## src/rtl/dbus_arbiter_if.sv

```systemverilog
// Bundle of every handshake/bus signal around the two-master data bus
// arbiter: both requester ports plus the shared slave-side port.
//   slave  : the arbiter's view (serves the masters, drives the s_* bus)
//   master : the environment's view (requesters and the slave device)
interface dbus_arbiter_if #(
  parameter int AW = 64,
  parameter int DW = 64
);
  // master 0 (CPU data port)
  logic          m0_req;
  logic [AW-1:0] m0_addr;
  logic [DW-1:0] m0_wdata;
  logic          m0_rw;
  logic [1:0]    m0_word;
  logic          m0_ack;
  logic          m0_err;
  logic [DW-1:0] m0_rdata;
  // master 1 (debug loader / DMA)
  logic          m1_req;
  logic [AW-1:0] m1_addr;
  logic [DW-1:0] m1_wdata;
  logic          m1_rw;
  logic [1:0]    m1_word;
  logic          m1_ack;
  logic          m1_err;
  logic [DW-1:0] m1_rdata;
  // shared slave-side port
  logic          s_req;
  logic [AW-1:0] s_addr;
  logic [DW-1:0] s_wdata;
  logic          s_rw;
  logic [1:0]    s_word;
  logic          s_ready;
  logic [DW-1:0] s_rdata;

  modport slave (
    input  m0_req, m0_addr, m0_wdata, m0_rw, m0_word,
    output m0_ack, m0_err, m0_rdata,
    input  m1_req, m1_addr, m1_wdata, m1_rw, m1_word,
    output m1_ack, m1_err, m1_rdata,
    output s_req, s_addr, s_wdata, s_rw, s_word,
    input  s_ready, s_rdata
  );

  modport master (
    output m0_req, m0_addr, m0_wdata, m0_rw, m0_word,
    input  m0_ack, m0_err, m0_rdata,
    output m1_req, m1_addr, m1_wdata, m1_rw, m1_word,
    input  m1_ack, m1_err, m1_rdata,
    input  s_req, s_addr, s_wdata, s_rw, s_word,
    output s_ready, s_rdata
  );
endinterface

```

## src/rtl/dbus_arbiter.sv

```systemverilog
// Two-master round-robin arbiter for the shared data bus. One transaction
// in flight at a time; a slave that never answers is turned into an error
// completion after TIMEOUT cycles.
module dbus_arbiter #(
  parameter int AW      = 64,
  parameter int DW      = 64,
  parameter int TIMEOUT = 16
) (
  input  logic         clk,
  input  logic         rst,
  dbus_arbiter_if.slave bus,
  output logic         owner,
  output logic         busy
);

  localparam int CW = $clog2(TIMEOUT) + 1;

  typedef enum logic [1:0] {IDLE, ISSUE, DONE} state_t;

  state_t        state;
  logic          last_gnt;
  logic [CW-1:0] cnt;

  logic          winner;
  logic [AW-1:0] sel_addr;
  logic [DW-1:0] sel_wdata;
  logic          sel_rw;
  logic [1:0]    sel_word;
  logic          tmo;
  logic          fin;
  logic [DW-1:0] fin_data;
  logic          fin_err;

  // Round-robin pick and field mux for the cycle a request is accepted.
  always_comb begin
    winner = bus.m1_req;
    if (bus.m0_req && bus.m1_req) winner = ~last_gnt;
    sel_addr  = winner ? bus.m1_addr  : bus.m0_addr;
    sel_wdata = winner ? bus.m1_wdata : bus.m0_wdata;
    sel_rw    = winner ? bus.m1_rw    : bus.m0_rw;
    sel_word  = winner ? bus.m1_word  : bus.m0_word;
  end

  // Completion decode during ISSUE; s_ready beats a coincident timeout.
  always_comb begin
    tmo      = (cnt == CW'(TIMEOUT - 1));
    fin      = bus.s_ready || tmo;
    fin_data = bus.s_ready ? bus.s_rdata : {DW{1'b1}};
    fin_err  = ~bus.s_ready;
  end

  // Arbitration FSM; every output is a register.
  always_ff @(posedge clk or posedge rst) begin
    if (rst) begin
      state      <= IDLE;
      last_gnt   <= 1'b1;
      cnt        <= '0;
      owner      <= 1'b0;
      busy       <= 1'b0;
      bus.s_req  <= 1'b0;
      bus.s_addr <= '0;
      bus.s_wdata <= '0;
      bus.s_rw   <= 1'b0;
      bus.s_word <= 2'b00;
      bus.m0_ack <= 1'b0;
      bus.m0_err <= 1'b0;
      bus.m0_rdata <= '0;
      bus.m1_ack <= 1'b0;
      bus.m1_err <= 1'b0;
      bus.m1_rdata <= '0;
    end else begin
      case (state)
        IDLE: begin
          if (bus.m0_req || bus.m1_req) begin
            owner       <= winner;
            busy        <= 1'b1;
            cnt         <= '0;
            bus.s_req   <= 1'b1;
            bus.s_addr  <= sel_addr;
            bus.s_wdata <= sel_wdata;
            bus.s_rw    <= sel_rw;
            bus.s_word  <= sel_word;
            state       <= ISSUE;
          end
        end
        ISSUE: begin
          cnt <= cnt + 1'b1;
          if (fin) begin
            bus.s_req <= 1'b0;
            if (owner) begin
              bus.m1_ack   <= 1'b1;
              bus.m1_err   <= fin_err;
              bus.m1_rdata <= fin_data;
            end else begin
              bus.m0_ack   <= 1'b1;
              bus.m0_err   <= fin_err;
              bus.m0_rdata <= fin_data;
            end
            state <= DONE;
          end
        end
        DONE: begin
          // Requests are ignored here so a req still high on the ack
          // cycle is only seen again in IDLE, as a new transaction.
          bus.m0_ack <= 1'b0;
          bus.m1_ack <= 1'b0;
          busy       <= 1'b0;
          last_gnt   <= owner;
          cnt        <= '0;
          state      <= IDLE;
        end
        default: state <= IDLE;
      endcase
    end
  end

endmodule

```

## src/flat_wrapper.sv

```systemverilog
// flat-port wrapper written by rule: the top's interface ports become plain ports
module dbus_arbiter_flat 
#(
  parameter int AW      = 64,
  parameter int DW      = 64,
  parameter int TIMEOUT = 16
)
  (clk, rst, owner, busy, bus_m0_req, bus_m0_addr, bus_m0_wdata, bus_m0_rw, bus_m0_word, bus_m0_ack, bus_m0_err, bus_m0_rdata, bus_m1_req, bus_m1_addr, bus_m1_wdata, bus_m1_rw, bus_m1_word, bus_m1_ack, bus_m1_err, bus_m1_rdata, bus_s_req, bus_s_addr, bus_s_wdata, bus_s_rw, bus_s_word, bus_s_ready, bus_s_rdata);
  dbus_arbiter_if #(.AW(AW), .DW(DW)) bus_i ();
  input  logic clk;
  input  logic rst;
  output logic owner;
  output logic busy;
  input wire logic [$bits(bus_i.m0_req)-1:0] bus_m0_req;
  input wire logic [$bits(bus_i.m0_addr)-1:0] bus_m0_addr;
  input wire logic [$bits(bus_i.m0_wdata)-1:0] bus_m0_wdata;
  input wire logic [$bits(bus_i.m0_rw)-1:0] bus_m0_rw;
  input wire logic [$bits(bus_i.m0_word)-1:0] bus_m0_word;
  output wire logic [$bits(bus_i.m0_ack)-1:0] bus_m0_ack;
  output wire logic [$bits(bus_i.m0_err)-1:0] bus_m0_err;
  output wire logic [$bits(bus_i.m0_rdata)-1:0] bus_m0_rdata;
  input wire logic [$bits(bus_i.m1_req)-1:0] bus_m1_req;
  input wire logic [$bits(bus_i.m1_addr)-1:0] bus_m1_addr;
  input wire logic [$bits(bus_i.m1_wdata)-1:0] bus_m1_wdata;
  input wire logic [$bits(bus_i.m1_rw)-1:0] bus_m1_rw;
  input wire logic [$bits(bus_i.m1_word)-1:0] bus_m1_word;
  output wire logic [$bits(bus_i.m1_ack)-1:0] bus_m1_ack;
  output wire logic [$bits(bus_i.m1_err)-1:0] bus_m1_err;
  output wire logic [$bits(bus_i.m1_rdata)-1:0] bus_m1_rdata;
  output wire logic [$bits(bus_i.s_req)-1:0] bus_s_req;
  output wire logic [$bits(bus_i.s_addr)-1:0] bus_s_addr;
  output wire logic [$bits(bus_i.s_wdata)-1:0] bus_s_wdata;
  output wire logic [$bits(bus_i.s_rw)-1:0] bus_s_rw;
  output wire logic [$bits(bus_i.s_word)-1:0] bus_s_word;
  input wire logic [$bits(bus_i.s_ready)-1:0] bus_s_ready;
  input wire logic [$bits(bus_i.s_rdata)-1:0] bus_s_rdata;
  assign bus_i.m0_req = bus_m0_req;
  assign bus_i.m0_addr = bus_m0_addr;
  assign bus_i.m0_wdata = bus_m0_wdata;
  assign bus_i.m0_rw = bus_m0_rw;
  assign bus_i.m0_word = bus_m0_word;
  assign bus_m0_ack = bus_i.m0_ack;
  assign bus_m0_err = bus_i.m0_err;
  assign bus_m0_rdata = bus_i.m0_rdata;
  assign bus_i.m1_req = bus_m1_req;
  assign bus_i.m1_addr = bus_m1_addr;
  assign bus_i.m1_wdata = bus_m1_wdata;
  assign bus_i.m1_rw = bus_m1_rw;
  assign bus_i.m1_word = bus_m1_word;
  assign bus_m1_ack = bus_i.m1_ack;
  assign bus_m1_err = bus_i.m1_err;
  assign bus_m1_rdata = bus_i.m1_rdata;
  assign bus_s_req = bus_i.s_req;
  assign bus_s_addr = bus_i.s_addr;
  assign bus_s_wdata = bus_i.s_wdata;
  assign bus_s_rw = bus_i.s_rw;
  assign bus_s_word = bus_i.s_word;
  assign bus_i.s_ready = bus_s_ready;
  assign bus_i.s_rdata = bus_s_rdata;
  dbus_arbiter #(.AW(AW), .DW(DW), .TIMEOUT(TIMEOUT)) u_core (.clk(clk), .rst(rst), .bus(bus_i), .owner(owner), .busy(busy));
endmodule
```

## config.mk

```make
export PLATFORM = sky130hd
export DESIGN_NAME = dbus_arbiter_flat
export DESIGN_NICKNAME = d
export VERILOG_FILES = /design/src/rtl/dbus_arbiter_if.sv /design/src/rtl/dbus_arbiter.sv /design/src/flat_wrapper.sv
export SDC_FILE = /design/constraint.sdc
export NUM_CORES = 1
export LEC_CHECK = 0
export ABC_AREA = 1
export BUFFER_PORTS_ARGS = -buffer_cell sky130_fd_sc_hd__buf_2
export CAP_MARGIN = 20
export CORE_AREA = 3 3 230 232
export CTS_BUF_LIST = sky130_fd_sc_hd__clkbuf_2 sky130_fd_sc_hd__clkbuf_4 sky130_fd_sc_hd__clkbuf_8
export CTS_CLUSTER_DIAMETER = 200
export DETAILED_ROUTE_END_ITERATION = 8
export DIE_AREA = 0 0 233 235
export GPL_ROUTABILITY_DRIVEN = 0
export PLACE_DENSITY = 0.5
export SKIP_CTS_REPAIR_TIMING = 1
export SLEW_MARGIN = 20
export SYNTH_ARGS = -nofsm -noshare
export SYNTH_HDL_FRONTEND = slang
export SYNTH_SLANG_ARGS = --single-unit
```

## constraint.sdc

```tcl
create_clock -name clk -period 15.7 [get_ports clk]
set_input_delay 4.71 -clock clk [delete_from_list [all_inputs] [get_ports clk]]
set_output_delay 4.71 -clock clk [all_outputs]
set_load 0.02 [all_outputs]
```

======== Yosys cells after proc, flatten, opt, wreduce, memory -nomap -nowiden ========
Cells that the tools add are included.
operators by class
  add/sub/neg operators ................... 1
  eq/ne operators ......................... 7
  mux-type cells .......................... 21
  bitwise gates (word level) .............. 3
  reductions and logical operators ........ 17
operator list
  cell                 number
  $mux 64              3
  $pmux 5 s3           1
  $reduce_and 3->1     5
  $mux 1               8
  $pmux 1 s2           4
  $reduce_and 2->1     4
  $mux 2               3
  $ne 2x1->1 const B   3
  $reduce_bool 2->1    3
  $add 5x1->5 const B  1
  $eq 5x4->1 const B   1
  $mux 5               1
  $pmux 2 s2           1
  $not 1->1            3
  $reduce_bool 3->1    1
  $eq 2x1->1 const B   1
  $eq 2x2->1 const B   1
  $logic_not 2->1      1
  $logic_or 1x1->1     2
  $ne 2x2->1 const B   1
  $logic_and 1x1->1    1
word-level totals
  register bits ........................... 274

======== Depth between registers and ports, before layout ========
Gate-level depths: netlist (run 1).
  depth in word-level cells ............... 4
  depth in mapped cells ................... 12

======== Least setup slack after synthesis (run 1) ========
OpenSTA, ideal clock, no wires.
  path kind ............................... input to register
  from .................................... input port bus_m1_req
  to ...................................... register u_core.state[0]
  library setup time ...................... 0.135 ns
  data arrival time ....................... 5.505 ns
  required time ........................... 15.565 ns
  slack ................................... 10.061 ns
  cell stages on the path ................. 5
  buffers on the path ..................... 3
  cell sequence ........................... buf_4 > o21ai_4 > buf_4 > buf_2 > o21ai_0
on the way
  longest elaborated chain between the ends .. 3
ends and longest elaborated chain
  element                            line                 text
  start: declaration                 flat_wrapper.sv:22   input wire logic [$bits(bus_i.m1_req)-1:0] bus_m1_req;
  $logic_or 1x1->1                   dbus_arbiter.sv:74   if (bus.m0_req || bus.m1_req) begin
  $ne 2x1->1 (no source line)        -
  $reduce_and 2->1 (no source line)  -
  end signal: assignment             dbus_arbiter.sv:83   state <= ISSUE;
  end signal: assignment             dbus_arbiter.sv:99   state <= DONE;
  end signal: assignment             dbus_arbiter.sv:110  state <= IDLE;
  end: declaration                   dbus_arbiter.sv:20   state_t state;
Every way passes these cells.
A chain may end at the register's enable or synchronous reset.

======== Worst setup path in the final report (run 1) ========
  from .................................... input port bus_m1_req
  to ...................................... register u_core.bus.s_wdata[18]
on the way
  longest elaborated chain between the ends .. 3
  elaborated cells between the ends (all ways) .. 5
  those cells by class .................... 2 x mux; 3 x reduce/logical
ends and longest elaborated chain
  element                 line                   text
  $logic_and 1x1->1       dbus_arbiter.sv:37     if (bus.m0_req && bus.m1_req) winner = ~last_gnt;
  $mux 1                  dbus_arbiter.sv:37
  $mux 64                 dbus_arbiter.sv:39     sel_wdata = winner ? bus.m1_wdata : bus.m0_wdata;
  end signal: assignment  dbus_arbiter.sv:80     bus.s_wdata <= sel_wdata;
  end: declaration        dbus_arbiter_if.sv:41  output s_req, s_addr, s_wdata, s_rw, s_word,
Several ways; a longest one is shown, not always the timed one.

==> metrics.md, run 1 <==
| Metric | Value |
|---|---|
| DRC viols | 0 |
| Setup ws final | 9.03 ns |
| Largest stage delay on the critical path | 0.80 ns |
| H-tree depth | 2 |
| Clock root cell | clkbuf_8 |
| Syn_nets | 2026 |
| Clk_skew | 0.0271 ns |
| Num rows | 83 |
| Global-route wire length before repair | 79.2 mm |
| Final Net Count | 2580 |
| Clk_lat worst skew | 0.60 ns |
| Crit end category | flop |
| Fin. Hold Viols | 0 |
| Max cap viols | 0 |
| Post-Syn Area | 13300 um2 |
| Design Power | 3740 uW |
| Critical path arrival | 7.21 ns |
| Setup violators final | 0 |
| Synth warnings | 0 |
| Number of cells produced by synthesis | 1693 |
| Largest net degree at the start of global routing | 95 |
| Req. time, crit path | 16.23 ns |
| Top-area cell type share of the netlist area | 0.514 |
| Final core utilization | 0.350 |
| Slew HR | 0.301 |
| Routed via count | 13322 |
| Flops & latches, synth | 274 |
| Number of library cell types mapped by synthesis | 21 |
| Finished Layout Cells | 2976 |
| Synth top cells by count | nand2_1, dfrtp_1, nand3_1, inv_1, nand3b_1 |
| DRT iter0 DRCs | 751 |
| Complex-gate fraction of the synthesized area | 0.00348 |
| Num ports | 597 |
| VDD IR max | 82.0 uV |
| Total placed cells including tap cells | 2872 |
| Die Y | 235 um |
| Critical path type | in -> reg |
| Post-Synth Adder-Cell Area | 0.00188 |
| Ranking of synthesized cells by area | dfrtp_1, nand2_1, nand3_1, nand3b_1, inv_1 |
| Number of synthesized flops with an enable pin | 0 |
| Initial antenna violation count | 15 |
| Mean Syn Cell Area | 7.85 um2 |
| Post-DP HPWL | 36.5 mm |
| Gr usage total | 0.183 |
| Clock slew at reported path FFs | 0.06 ns |
| GRT overflow | 0 |
| F_max | 150 MHz |
| Synth area leader | dfrtp_1 |
| CP Max Fanout | 84 |
| Status | finished, final reports clean |
| Primary FF master, synth | dfrtp_1 |
| Vias in the first global route | 13291 |
| Slew @ Worst Pin | 1.05 ns |
| Seq/Total Area, Yosys | 0.516 |
| Port buffer count | 596 |
| Number of vias per cell | 4.48 |
| Layout area overhead | 34.7% |
| Xor/xnor cell area share of the yosys netlist | 0 |
| Die Footprint | 54800 um2 |
| Final Slew Violations | 0 |
| Drt total wl | 51.8 mm |
| Pleak | 0.0102 uW |
| Most frequent cell after synthesis | nand2_1 |
| CTS Sinks | 274 |
| Critical path's most frequent cell | buf_4 |
| Cts bufs inserted | 53 |
| Tightest Hold Check Type | reg -> reg |
| Pwr dens | 209 nW/um2 |
| Largest family of logic cells by synthesized area | simple AND/OR/NAND/NOR gates |
| Setup crit start kind | input port |
| Die outline width | 233 um |
| Post-route ant nets | 0 |
| Crit-path cells | buf_4, nor2_1, nor2_4, buf_4, buf_4, nand3_1, nand2_1 |
| Proportion of layout cells with a drive suffix above 1 | 0.343 |
| WP buf/inv | 3 |
| CP max-delay cell | buf_4 |
| Setup TNS | 0 ns |
| DP Worst Slack | 8.46 ns |
| Final worst path period need | 6.67 ns |
| Unrepaired setup endpoints after global routing | no |
| Critical path's top delay family | buffers and inverters |
| WL/cell | 17.4 um |
| TritonRoute pass-1 iters | 5 |
| Initial Util | 0.260 |
| Async S/R FF share, synth | 1.00 |
| CTS Buffer Depth | 3 |
| Simple-Gate Fraction of Synth Area | 0.396 |
| Tcrit/Tclk final | 0.425 |
| Std-Cell Core Area | 51200 um2 |
| CTS tree | built |
| Mux contribution to synthesized area | 0 |
## power breakdown
group          leakage, uW  switching (uW)  internal (uW)  total (uW)
clock network     0.000605             316            450         767
registers          0.00329             204           1070        1270
logic              0.00632            1180            524        1700
## cell families after synthesis
logic type / count (synthesis)
flops: 274
fa+ha+maj: 2
compound gates: 7
buf+inv: 256
simple gates: 1154
## placed cells by master, fill, tap and decap left out, drive strengths merged
cell      synthesis  routed
a21oi             2       2
buf              70     612
bufinv            0       2
clkbuf           43      84
clkinv            0       5
clkinvlp          0       1
dfrtp           273     273
dfstp             1       1
diode             0      12
ha                2       2
inv             143     143
nand2           744     744
nand3           202     202
nand3b          131     131
nand4             1       1
nor2              9       9
o21ai             5       5
or2              67      67
## worst paths after layout
path / endpoint / slack [ns] / cells after the start / start
max: u_core.bus.s_wdata[18] / 9.03 / 7 / bus_m1_req
min: u_core.bus.m0_err / 0.46 / 2 / u_core.bus.m0_err
max reg2reg: u_core.bus.m1_rdata[63] / 12.70 / 12 / u_core.cnt[0]
min reg2reg: u_core.bus.m0_err / 0.46 / 2 / u_core.bus.m0_err
max in group asynchronous: u_core.bus.s_wdata[62] / 9.39 / 4 / rst
min in group asynchronous: u_core.bus.m0_rdata[50] / 4.17 / 2 / rst
## sequential cells by signal (all words and copies together) (netlist names)
name and cells:
u_core.last_gnt 1, u_core.bus.s_req 1, u_core.bus.s_word 2, u_core.owner 1, u_core.bus.m1_err 1, u_core.bus.s_rw 1
u_core.bus.s_addr 64, u_core.bus.m0_rdata 64, u_core.busy 1, u_core.bus.m1_rdata 64, u_core.bus.m0_err 1, u_core.state 2
u_core.cnt 5, u_core.bus.m1_ack 1, u_core.bus.s_wdata 64, u_core.bus.m0_ack 1
## area by class of cell
class	instances	area, um2
Fill cell	5600	33300
Sequential cell	274	6860
Multi-Input combinational cell	1163	5380
Timing Repair Buffer	612	3110
Clock buffer	84	1040
Tap cell	680	851
Inverter	143	544
Clock inverter	8	92.6
Antenna cell	12	30.0
## metal layers
layer  track usage  wire length (um)
met1         0.229             20800
met2         0.294             24200
met3        0.0607              4860
met4        0.0692              1880
met5             0                62
## worst reg2reg max path, stage by stage, from the launching register on
cell and delay (ns):
dfrtp_1 0.41, ha_1 0.19, nand2_1 0.07, nor2_1 0.11
ha_1 0.18, inv_1 0.05, nand2_2 0.05, buf_4 0.63
inv_1 0.23, nor2_4 0.12, buf_4 0.59, nand2_1 0.22
nand2_1 0.10
## metrics by stage
stage | hold WS, ns | area [um2]
global placement | 0.452 | 16700
global route | 0.488 | 17900
finish | 0.463 | 17900
detailed placement | 0.453 | 16700
floorplan | 0.442 | 13300
CTS | 0.467 | 17900
(Power assumes the default switching activity.)
==> inputs of run 2 (changes only) <==
ABC_AREA = 0   (was 1)
PLACE_DENSITY = 0.49   (was 0.5)
clock period = 5.7 ns   (was 15.7 ns; I/O delays follow)
==> metrics.md, run 2 <==
| Metric | Value |
|---|---|
| Design area | 16900 um2 |
| Async S/R FF share, synth | 1.00 |
| Critical path type | in -> reg |
| TritonRoute pass-1 iters | 5 |
| CP max-delay cell | and2_4 |
| Syn_nets | 1469 |
| CTS Sinks | 274 |
| Clock root cell | clkbuf_8 |
| Synth warnings | 0 |
| Ranking of synthesized cells by area | dfrtp_1, mux2_2, nand2_1, a31oi_1, a21oi_1 |
| Final worst path period need | 3.25 ns |
| Crit path launch | bus_m0_req |
| Pwr dens | 579 nW/um2 |
| Synth area leader | dfrtp_1 |
| Status | finished, final reports clean |
| Setup TNS | 0 ns |
| Multi-input logic area | 4780 um2 |
| Tightest Hold Check Type | reg -> reg |
| DRC viols | 0 |
| Number of library cell types mapped by synthesis | 36 |
| Gr usage total | 0.156 |
| Vias in the first global route | 11304 |
| Proportion of layout cells with a drive suffix above 1 | 0.484 |
| Number of cells produced by synthesis | 1136 |
| Setup ws final | 2.45 ns |
| DRT iter0 DRCs | 570 |
| Setup crit start kind | input port |
| Area post-placement | 15700 um2 |
| Critical path's top delay family | simple AND/OR/NAND/NOR gates |
| Global-route wire length before repair | 67.5 mm |
| Clock slew at reported path FFs | 0.06 ns |
| Tcrit/Tclk final | 0.569 |
| F_max | 308 MHz |
| Die Y | 235 um |
| Commonest non-fill, non-tap cell in the layout | buf_2 |
| Port buffer count | 596 |
| H-tree depth | 2 |
| Max cap viols | 0 |
| Top-area cell type share of the netlist area | 0.566 |
| Slew @ Worst Pin | 0.999 ns |
| Setup violators final | 0 |
| Layout area overhead | 39.6% |
| Final Slew Violations | 0 |
| Flops & latches, synth | 274 |
| WL/cell | 18.4 um |
| Largest net degree at the start of global routing | 167 |
| Most frequent cell after synthesis | dfrtp_1 |
| Num ports | 597 |
| WP buf/inv | 2 |
| Most frequent cells in the layout | buf_2, dfrtp_1, nand2_1 |
| Total placed cells including tap cells | 2334 |
| Crit end category | flop |
| Hold Crit Start | u_core.bus.m1_rdata[61] |
| Largest stage delay on the critical path | 0.67 ns |
| Primary FF master, synth | dfrtp_1 |
| Routed via count | 10997 |
| Unrepaired setup endpoints after global routing | no |
| Synth top cells by count | dfrtp_1, nand2_1, a31oi_1, a21oi_1, mux2_2 |
| Clk_lat worst skew | 0.60 ns |
| Num rows | 83 |
| CTS Buffer Depth | 3 |
| Number of synthesized flops with an enable pin | 0 |
| Req. time, crit path | 6.14 ns |
| Finished Layout Cells | 2428 |
| Std-Cell Core Area | 51200 um2 |
| Crit-path cells | buf_2, or2_4, and2_4, buf_12, a31oi_1 |
| Post-DP HPWL | 31.6 mm |
| Die Footprint | 54800 um2 |
| GRT overflow | 0 |
| Post-route ant nets | 0 |
| P_sw | 4080 uW |
| Worst R2R Start | u_core.cnt[0] |
| Cts bufs inserted | 51 |
| Sw frac | 0.418 |
| Clk_skew | 0.0278 ns |
| Seq/Total Area, Yosys | 0.568 |
| Die outline width | 233 um |
| Final Net Count | 2040 |
| CP Max Fanout | 86 |
| Critical path arrival | 3.69 ns |
| Post-Syn Area | 12100 um2 |
| DP Worst Slack | 1.79 ns |
| Fin. Hold Viols | 0 |
| VDD IR max | 233 uV |
| Mean Syn Cell Area | 10.6 um2 |
| Fillers | 5411 |
| Slew HR | 0.334 |
| Internal power | 5670 uW |
| Pleak | 0.00778 uW |
| Drt total wl | 44.7 mm |
| CTS tree | built |
| Sequential share of power | 0.347 |
| Initial Util | 0.236 |
| FF+latch area | 6860 um2 |
| Clock share of power | 0.214 |
| Initial antenna violation count | 5 |
| Number of vias per cell | 4.53 |
| Combinational Power Share | 0.439 |
run 2: cell types whose count changed after synthesis, moves of 38 or more:
cell	change
inv_1	-135
nand2b_1	+66
mux2_2	+92
or2_2	-67
mux2_4	+38
nand3b_1	-131
nand3_1	-199
a21oi_1	+129
a31oi_1	+132
nand2_1	-478
run 2: area by class of cell:
type,instances,share of cell area
Clock inverter,9,0.00542
Antenna cell,1,0.000148
Timing Repair Buffer,614,0.189
Tap cell,680,0.0505
Sequential cell,274,0.407
Clock buffer,84,0.0630
Inverter,7,0.00178
Multi-Input combinational cell,759,0.284
run 2: final timing paths:
kind	to	slack, ns	depth (start not counted)
setup / recovery	u_core.bus.s_wdata[59]	2.45	5
hold / removal	u_core.bus.m1_rdata[61]	0.50	1
setup reg to reg	u_core.bus.m1_rdata[43]	2.66	7
hold reg to reg	u_core.bus.m1_rdata[61]	0.50	1
max in group asynchronous	u_core.bus.s_addr[57]	3.52	3
min in group asynchronous	u_core.bus.s_wdata[45]	1.24	3
run 2: power groups by stage:
stage / Clock (uW) / Sequential [uW] / Combinational, uW
finish: 2090 / 3390 / 4280
global route: 2260 / 3500 / 4630
CTS: 2190 / 3400 / 4350
detailed placement: 0 / 3410 / 4360
global placement: 0 / 3390 / 4330
floorplan: 0 / 4410 / 1680
run 2: kinds of logic after synthesis:
group           Yosys count  synth area share
simple gates            346             0.124
flops                   274             0.568
compound gates          278             0.132
xor+xnor                  1          0.000725
buf+inv                 103            0.0386
mux                     132             0.135
fa+ha+maj                 2           0.00207
run 2: routing by layer:
layer | routed length (um) | track usage | vias to the layer above
met5 | 27 | 0 | -
met2 | 21700 | 0.263 | 482
li1 | - | - | 5099
met1 | 17500 | 0.184 | 5323
met4 | 1200 | 0.0513 | 4
met3 | 4240 | 0.0529 | 89
run 2: worst reg2reg max path: stages, from the launching register on:
cell,delay [ns]
dfrtp_1,0.42
ha_1,0.26
and3_1,0.20
ha_1,0.20
nor2_1,0.23
or3b_4,0.75
buf_4,0.47
mux2_2,0.37
run 2: stage by stage:
stage                     power (uW)  hold slack [ns]  utilization
after CTS                       9940            0.502        0.329
final                           9760            0.496        0.329
after detailed placement        7760            0.490        0.307
after global placement          7720            0.474        0.307
after floorplan                 6090            0.488            -
after global routing           10400            0.517        0.329
